`config.mk`:
```
export PLATFORM = sky130hd
export DESIGN_NAME = nonce_dispatch_scheduler
export DESIGN_NICKNAME = d
export VERILOG_FILES = /design/src/rtl/nonce_dispatch_scheduler.sv
export SDC_FILE = /design/constraint.sdc
export NUM_CORES = 1
export LEC_CHECK = 0
export BUFFER_PORTS_ARGS = -buffer_cell sky130_fd_sc_hd__buf_2
export CORE_AREA = 2 2 198 200
export CTS_CLUSTER_DIAMETER = 80
export DETAILED_ROUTE_END_ITERATION = 16
export DIE_AREA = 0 0 200 202
export GPL_TIMING_DRIVEN = 0
export PLACE_DENSITY = 0.56
export SYNTH_ARGS = -nofsm -noshare
export SYNTH_HDL_FRONTEND = slang
export SYNTH_SLANG_ARGS = --single-unit
export TNS_END_PERCENT = 30
```
`constraint.sdc`:
```
create_clock -name clk -period 4.2 [get_ports clk]
set_clock_uncertainty 0.1 [all_clocks]
set_input_delay 0.21 -clock clk [delete_from_list [all_inputs] [get_ports clk]]
set_output_delay 0.21 -clock clk [all_outputs]
set_load 0.02 [all_outputs]
```
`src/rtl/nonce_dispatch_scheduler.sv`:
```
// Nonce dispatcher and shared-memory arbiter for a bank of SHA-256 phase-2 hash cores.
// Build option: define NDS_RR_ARB_EN for round-robin memory arbitration (default is fixed priority).
//
// state  | meaning
// IDLE   | waiting for start; job parameters captured on start
// RUN    | dispatching nonces to idle cores and counting retires
// FINISH | one-cycle done pulse; busy and grant state cleared
module nonce_dispatch_scheduler #(
  parameter int NUM_CORES  = 4,
  parameter int NUM_NONCES = 16
) (
  input  logic                    clk,
  input  logic                    reset,
  input  logic                    start,
  input  logic [31:0]             nonce_base,
  input  logic [15:0]             output_addr,
  output logic                    done,
  output logic [NUM_CORES-1:0]    core_start,
  output logic [32*NUM_CORES-1:0] core_nonce,
  output logic [16*NUM_CORES-1:0] core_out_addr,
  input  logic [NUM_CORES-1:0]    core_done,
  input  logic [NUM_CORES-1:0]    core_mem_req,
  input  logic [NUM_CORES-1:0]    core_mem_we,
  input  logic [16*NUM_CORES-1:0] core_mem_addr,
  input  logic [32*NUM_CORES-1:0] core_mem_wdata,
  output logic [NUM_CORES-1:0]    core_mem_gnt,
  output logic                    mem_we,
  output logic [15:0]             mem_addr,
  output logic [31:0]             mem_write_data
);

  localparam int CW = $clog2(NUM_NONCES + 1);

  localparam logic [1:0] S_IDLE   = 2'd0;
  localparam logic [1:0] S_RUN    = 2'd1;
  localparam logic [1:0] S_FINISH = 2'd2;

  logic [1:0]           state;
  logic [CW-1:0]        issued;
  logic [CW-1:0]        retired;
  logic [CW-1:0]        retired_next;
  logic [NUM_CORES-1:0] busy;
  logic [NUM_CORES-1:0] blank;
  logic [31:0]          base_nonce;
  logic [15:0]          base_addr;

  logic [NUM_CORES-1:0] disp_vec;
  logic                 disp_found;
  logic [31:0]          disp_nonce;
  logic [15:0]          disp_addr;
  logic [NUM_CORES-1:0] retire_vec;

  logic [NUM_CORES-1:0] gnt;
  logic [NUM_CORES-1:0] arb_vec;
  logic                 arb_found;
  logic                 owner_req;

  // Lowest-index idle core takes the next nonce.
  always_comb begin
    disp_vec   = '0;
    disp_found = 1'b0;
    if (state == S_RUN && issued < CW'(NUM_NONCES)) begin
      for (int k = 0; k < NUM_CORES; k++) begin
        if (!disp_found && !busy[k] && core_done[k]) begin
          disp_found  = 1'b1;
          disp_vec[k] = 1'b1;
        end
      end
    end
  end

  assign disp_nonce = base_nonce + 32'(issued);
  assign disp_addr  = base_addr + (16'(issued) << 3);

  // A core's done level is stale during its start pulse and the cycle after.
  always_comb begin
    retire_vec = '0;
    if (state == S_RUN) retire_vec = busy & core_done & ~core_start & ~blank;
    retired_next = retired;
    for (int k = 0; k < NUM_CORES; k++) begin
      retired_next = retired_next + CW'(retire_vec[k]);
    end
  end

  always_ff @(posedge clk) begin
    if (reset) begin
      state         <= S_IDLE;
      issued        <= '0;
      retired       <= '0;
      busy          <= '0;
      blank         <= '0;
      base_nonce    <= '0;
      base_addr     <= '0;
      done          <= 1'b0;
      core_start    <= '0;
      core_nonce    <= '0;
      core_out_addr <= '0;
    end else begin
      core_start <= '0;
      done       <= 1'b0;
      blank      <= core_start;
      case (state)
        S_IDLE: begin
          if (start) begin
            state      <= S_RUN;
            issued     <= '0;
            retired    <= '0;
            base_nonce <= nonce_base;
            base_addr  <= output_addr;
          end
        end
        S_RUN: begin
          retired <= retired_next;
          busy    <= (busy & ~retire_vec) | disp_vec;
          if (disp_found) begin
            issued     <= issued + CW'(1);
            core_start <= disp_vec;
            for (int k = 0; k < NUM_CORES; k++) begin
              if (disp_vec[k]) begin
                core_nonce[32*k +: 32]    <= disp_nonce;
                core_out_addr[16*k +: 16] <= disp_addr;
              end
            end
          end
          if (retired_next == CW'(NUM_NONCES)) begin
            state <= S_FINISH;
            done  <= 1'b1;
          end
        end
        S_FINISH: begin
          state <= S_IDLE;
          busy  <= '0;
          blank <= '0;
        end
        default: state <= S_IDLE;
      endcase
    end
  end

`ifdef NDS_RR_ARB_EN
  localparam int IW = (NUM_CORES > 1) ? $clog2(NUM_CORES) : 1;

  logic [IW-1:0] last_owner;
  logic [IW-1:0] arb_idx;
  int            cand;

  always_comb begin
    arb_vec   = '0;
    arb_found = 1'b0;
    arb_idx   = last_owner;
    cand      = 0;
    for (int i = 1; i <= NUM_CORES; i++) begin
      cand = (int'(last_owner) + i) % NUM_CORES;
      if (!arb_found && core_mem_req[cand]) begin
        arb_found     = 1'b1;
        arb_vec[cand] = 1'b1;
        arb_idx       = IW'(cand);
      end
    end
  end

  always_ff @(posedge clk) begin
    if (reset) last_owner <= IW'(NUM_CORES - 1);
    else if (state != S_FINISH && gnt == '0 && arb_found) last_owner <= arb_idx;
  end
`else
  always_comb begin
    arb_vec   = '0;
    arb_found = 1'b0;
    for (int k = 0; k < NUM_CORES; k++) begin
      if (!arb_found && core_mem_req[k]) begin
        arb_found  = 1'b1;
        arb_vec[k] = 1'b1;
      end
    end
  end
`endif

  assign owner_req = |(gnt & core_mem_req);

  // Locked burst: grant holds while the owner requests; one idle cycle after release.
  always_ff @(posedge clk) begin
    if (reset) begin
      gnt <= '0;
    end else if (state == S_FINISH) begin
      gnt <= '0;
    end else if (gnt != '0) begin
      if (!owner_req) gnt <= '0;
    end else begin
      gnt <= arb_vec;
    end
  end

  assign core_mem_gnt = gnt;

  always_comb begin
    mem_we         = 1'b0;
    mem_addr       = '0;
    mem_write_data = '0;
    for (int k = 0; k < NUM_CORES; k++) begin
      if (gnt[k]) begin
        mem_we         = core_mem_we[k];
        mem_addr       = core_mem_addr[16*k +: 16];
        mem_write_data = core_mem_wdata[32*k +: 32];
      end
    end
  end

endmodule

```
==> run_results.csv <==
group,metric,value,unit
worst_setup_path,crit_type,"register to register",
worst_setup_path,cp_max_fo,10,
pwr,sw_frac_of_total,29.2,%
clock_tree,cts_inserted_buffers,30,
clock_tree,htree_levels,1,
floorplan,dieHeight,202,um
sta,setup_tns,0,ps
detailed_routing,postRouteAntennaNets,0,
placed_design,dp_hpwl,46.0,mm
detailed_routing,drc,0,
detailed_routing,routedWlPerCell,21.8,um
placed_design,gp_congestion,0.959,
yosys,synth_edf_count,0,
cells_and_area,final_layout_size_suffix_gt1_share,27.3,%
placed_design,place_area,15200,sq um
yosys,yosys_warnings,0,
yosys,yosysUniqueCellTypes,57,
sta,fin_ws,95.4,ps
worst_setup_path,crit_top_cell,"fa_1",
cells_and_area,final_cell_area,16800,sq um
worst_setup_path,crit_slowest_cell,"fa_1",
yosys,synthDominantCellAreaShare,44.8,%
job,cap_violations,0,
global_route,grt_max_degree,15,
detailed_routing,num_vias,13500,
clock_tree,cts_num_sinks,269,
sta,hold_ws,118,ps
worst_setup_path,critical_path_arrival,4480,ps
yosys,syn-num-nets,1791,
worst_setup_path,cp.required,4580,ps
sta,relSlewSlack,11.8,%
global_route,grt_pass1_wl,82.5,mm
pwr,vdd_drop_max,305,uV
worst_setup_path,path_delay_family,"adder cells",
pwr,internal-power,0.00458,W
pwr,power.density,385,nW/um^2
clock_tree,clock_path_buffers,3,
sta,fmax,244,MHz
floorplan,core,38300,sq um
clock_tree,postCtsSetupRepairBufs,0,
sta,post-route-min-period,4100,ps
floorplan,die_area,40400,sq um
floorplan,ioPinCount,505,
yosys,synth_area_leaders,"dfxtp_1 (45%), a211oi_1 (8.6%), nand2_1 (8.0%), nor2_1 (7.0%), a21oi_1 (6.5%)",
yosys,syn_area_per_cell,7.92,sq um
floorplan,rows,72,
sta,drv_slew,0,
sta,grt_setup_unrepaired,"no",
yosys,syn_inst,1516,
clock_tree,clockRootBuffer,"clkbuf_16",
placed_design,portBuffers,503,
cells_and_area,final_nets,2381,
worst_setup_path,slowest_delay,510,ps
sta,finalHoldViolCount,0,
yosys,netlist_area,12000,sq um
yosys,synth_common_cells,"dfxtp_1 (269), nand2_1 (256), nor2_1 (225)",
pwr,pwr-share-comb,16.1,%
yosys,synth_flop_cell,"dfxtp_1",
yosys,netlist.top_cell.by_area,"dfxtp_1",
global_route,grtUsageTotal,27.5,%
yosys,synthArstFlopShare,0,%
pwr,leakagePower,7.07,nW
global_route,antenna_found_initial,9,
pwr,clkPwrFrac,41.8,%
clock_tree,clock_latency,570,ps
global_route,grt_pass1_vias,12900,
detailed_routing,drtIter0Drc,759,
worst_setup_path,crit_path_start_kind,"register",
hold_path,hold_class,"input pin to register",
floorplan,die_x,200,um
detailed_routing,wl,58.0,mm
floorplan,start_util,31.4,%
worst_setup_path,worst-path-buf-inv,2,
yosys,ys_ff_latch,269,
global_route,grt_overflow_total,0,
cells_and_area,syn2layout_area_growth,39.8,%
sta,tightest_slew,1310,ps
detailed_routing,first_pass_iters,5,
sta,finalCritPeriodShare,97.7,%
clock_tree,cts_tree,"yes",
placed_design,place_ws,-443,ps
yosys,synth.yosys.seq_area_share,44.8,%
worst_setup_path,crit_path_end_kind,"register",
clock_tree,clk_pin_slew,60,ps
pwr,seqPwrFrac,42.1,%
yosys,synth_most_common_cell,"dfxtp_1",
sta,setup_viol,0,
outcome,status,"complete, no violations",
detailed_routing,viasPerCell,5.09,
pwr,switching_power,0.00189,W
worst_setup_path,crit_chain,"inv_1 -> ha_1 -> clkbuf_4 -> nand3_1 -> nor3_1 -> fa_1 -> fa_1 -> fa_1 -> nor2_1 -> nand3_1 -> nor4b_4 -> o21ai_0 -> a211oi_1",
-- cell usage in the layout, fill, tap and decap left out, types with 4 or more instances in the layout --
cell             n
buf_2          518
dfxtp_1        269
nand2_1        256
nor2_1         225
a21oi_1        157
a211oi_1       138
clkbuf_1       100
o21ai_0         65
a22oi_1         59
dlygate4sd3_1   55
xor2_1          31
clkbuf_16       31
nor3_1          17
inv_1           16
nand3_1         15
ha_1            15
o2111ai_1       12
nand2b_1        10
nand4_1         10
nor2b_1          9
clkbuf_8         9
buf_1            8
diode_2          7
o211ai_1         7
xnor2_1          6
and2_1           6
nand3b_1         6
fa_1             5
nor3b_1          4
o21ai_1          4
clkinv_4         4
-- per-layer routing --
metal  up-vias  global-route usage [%]  routed length (um)  share of wire (%)
met4         2                    11.7                2430                4.2
met1      6358                    32.6               23000                 40
met2       531                    48.5               28800                 50
met5         -                       0                  13              0.022
li1       6521                       -                   -                  -
met3       105                    4.66                3780                6.5
-- registers in the layout, indices dropped and copies added, names as in the netlist --
register / flops
core_nonce: 128
issued: 5
blank: 4
base_nonce: 32
core_start: 4
base_addr: 16
done: 1
busy: 4
retired: 5
core_mem_gnt: 4
state: 2
core_out_addr: 64
-- logic make-up after synthesis --
| family | after synthesis | synth area share [%] |
|---|---|---|
| AOI/OAI and AO/OA | 471 | 25.0 |
| xor gates and xnor gates | 37 | 2.70 |
| adders and majority gates | 20 | 2.40 |
| buffers and inverters | 137 | 4.47 |
| DFF | 269 | 44.8 |
| muxes | 2 | 0.188 |
| and+or+nand+nor | 580 | 20.4 |
-- layout make-up --
cell class,count,area [sq um]
antenna,7,17.5
buffer,121,480
clock buffer,44,915
clock inverter,12,111
fill,3957,21500
inverter,16,60.1
multi-input combinational,1110,6110
sequential,269,5390
tap,518,648
timing repair buffer,558,3070
-- power groups by stage --
stage / sequential, W / combinational (W) / clock, W
3_5_place_dp: 0.00278 / 0.000995 / 0
6_report: 0.00272 / 0.00104 / 0.00270
5_1_grt: 0.00273 / 0.00112 / 0.00285
3_3_place_gp: 0.00277 / 0.000989 / 0
4_1_cts: 0.00272 / 0.00104 / 0.00275
2_1_floorplan: 0.00284 / 0.000457 / 0
-- worst reg2reg max path: cells and delay by family (launching register included) --
kind	cells	cell delay (ps)
AO/OA/AOI/OAI	2	420
adder cells (fa/ha/maj)	4	1810
buffers and inverters	2	380
flip-flops	1	330
AND/OR/NAND/NOR	5	1000
-- timing repair --
| item | 4_1_cts | 5_1_grt |
|---|---|---|
| hold buffers | 55 | 0 |
| hold endpoints to repair | 54 | 0 |
| gates resized for setup | 3 | 3 |
| endpoints found under the setup margin | 3 | 3 |
-- worst paths after layout --
path	startpoint	cells past startpoint	end	slack, ps
worst max-delay path	state[1]$_SDFFE_PP0P_	13	state[0]$_SDFFE_PP0P_	100
worst min-delay path	core_done[3]	6	busy[3]$_SDFFE_PP0P_	120
worst max register to register	state[1]$_SDFFE_PP0P_	13	state[0]$_SDFFE_PP0P_	100
worst min register to register	core_out_addr[50]$_SDFFE_PP0P_	2	core_out_addr[50]$_SDFFE_PP0P_	350
-- stage by stage --
stage	util (%)	total power, W	cells
4_1_cts	43.8	0.00651	2648
2_1_floorplan	-	0.00329	1516
3_5_place_dp	39.6	0.00377	2537
5_1_grt	43.9	0.00670	2655
3_3_place_gp	39.6	0.00376	2537
6_report	43.9	0.00647	2655
Note: power is estimated with default switching activity, not from simulation.
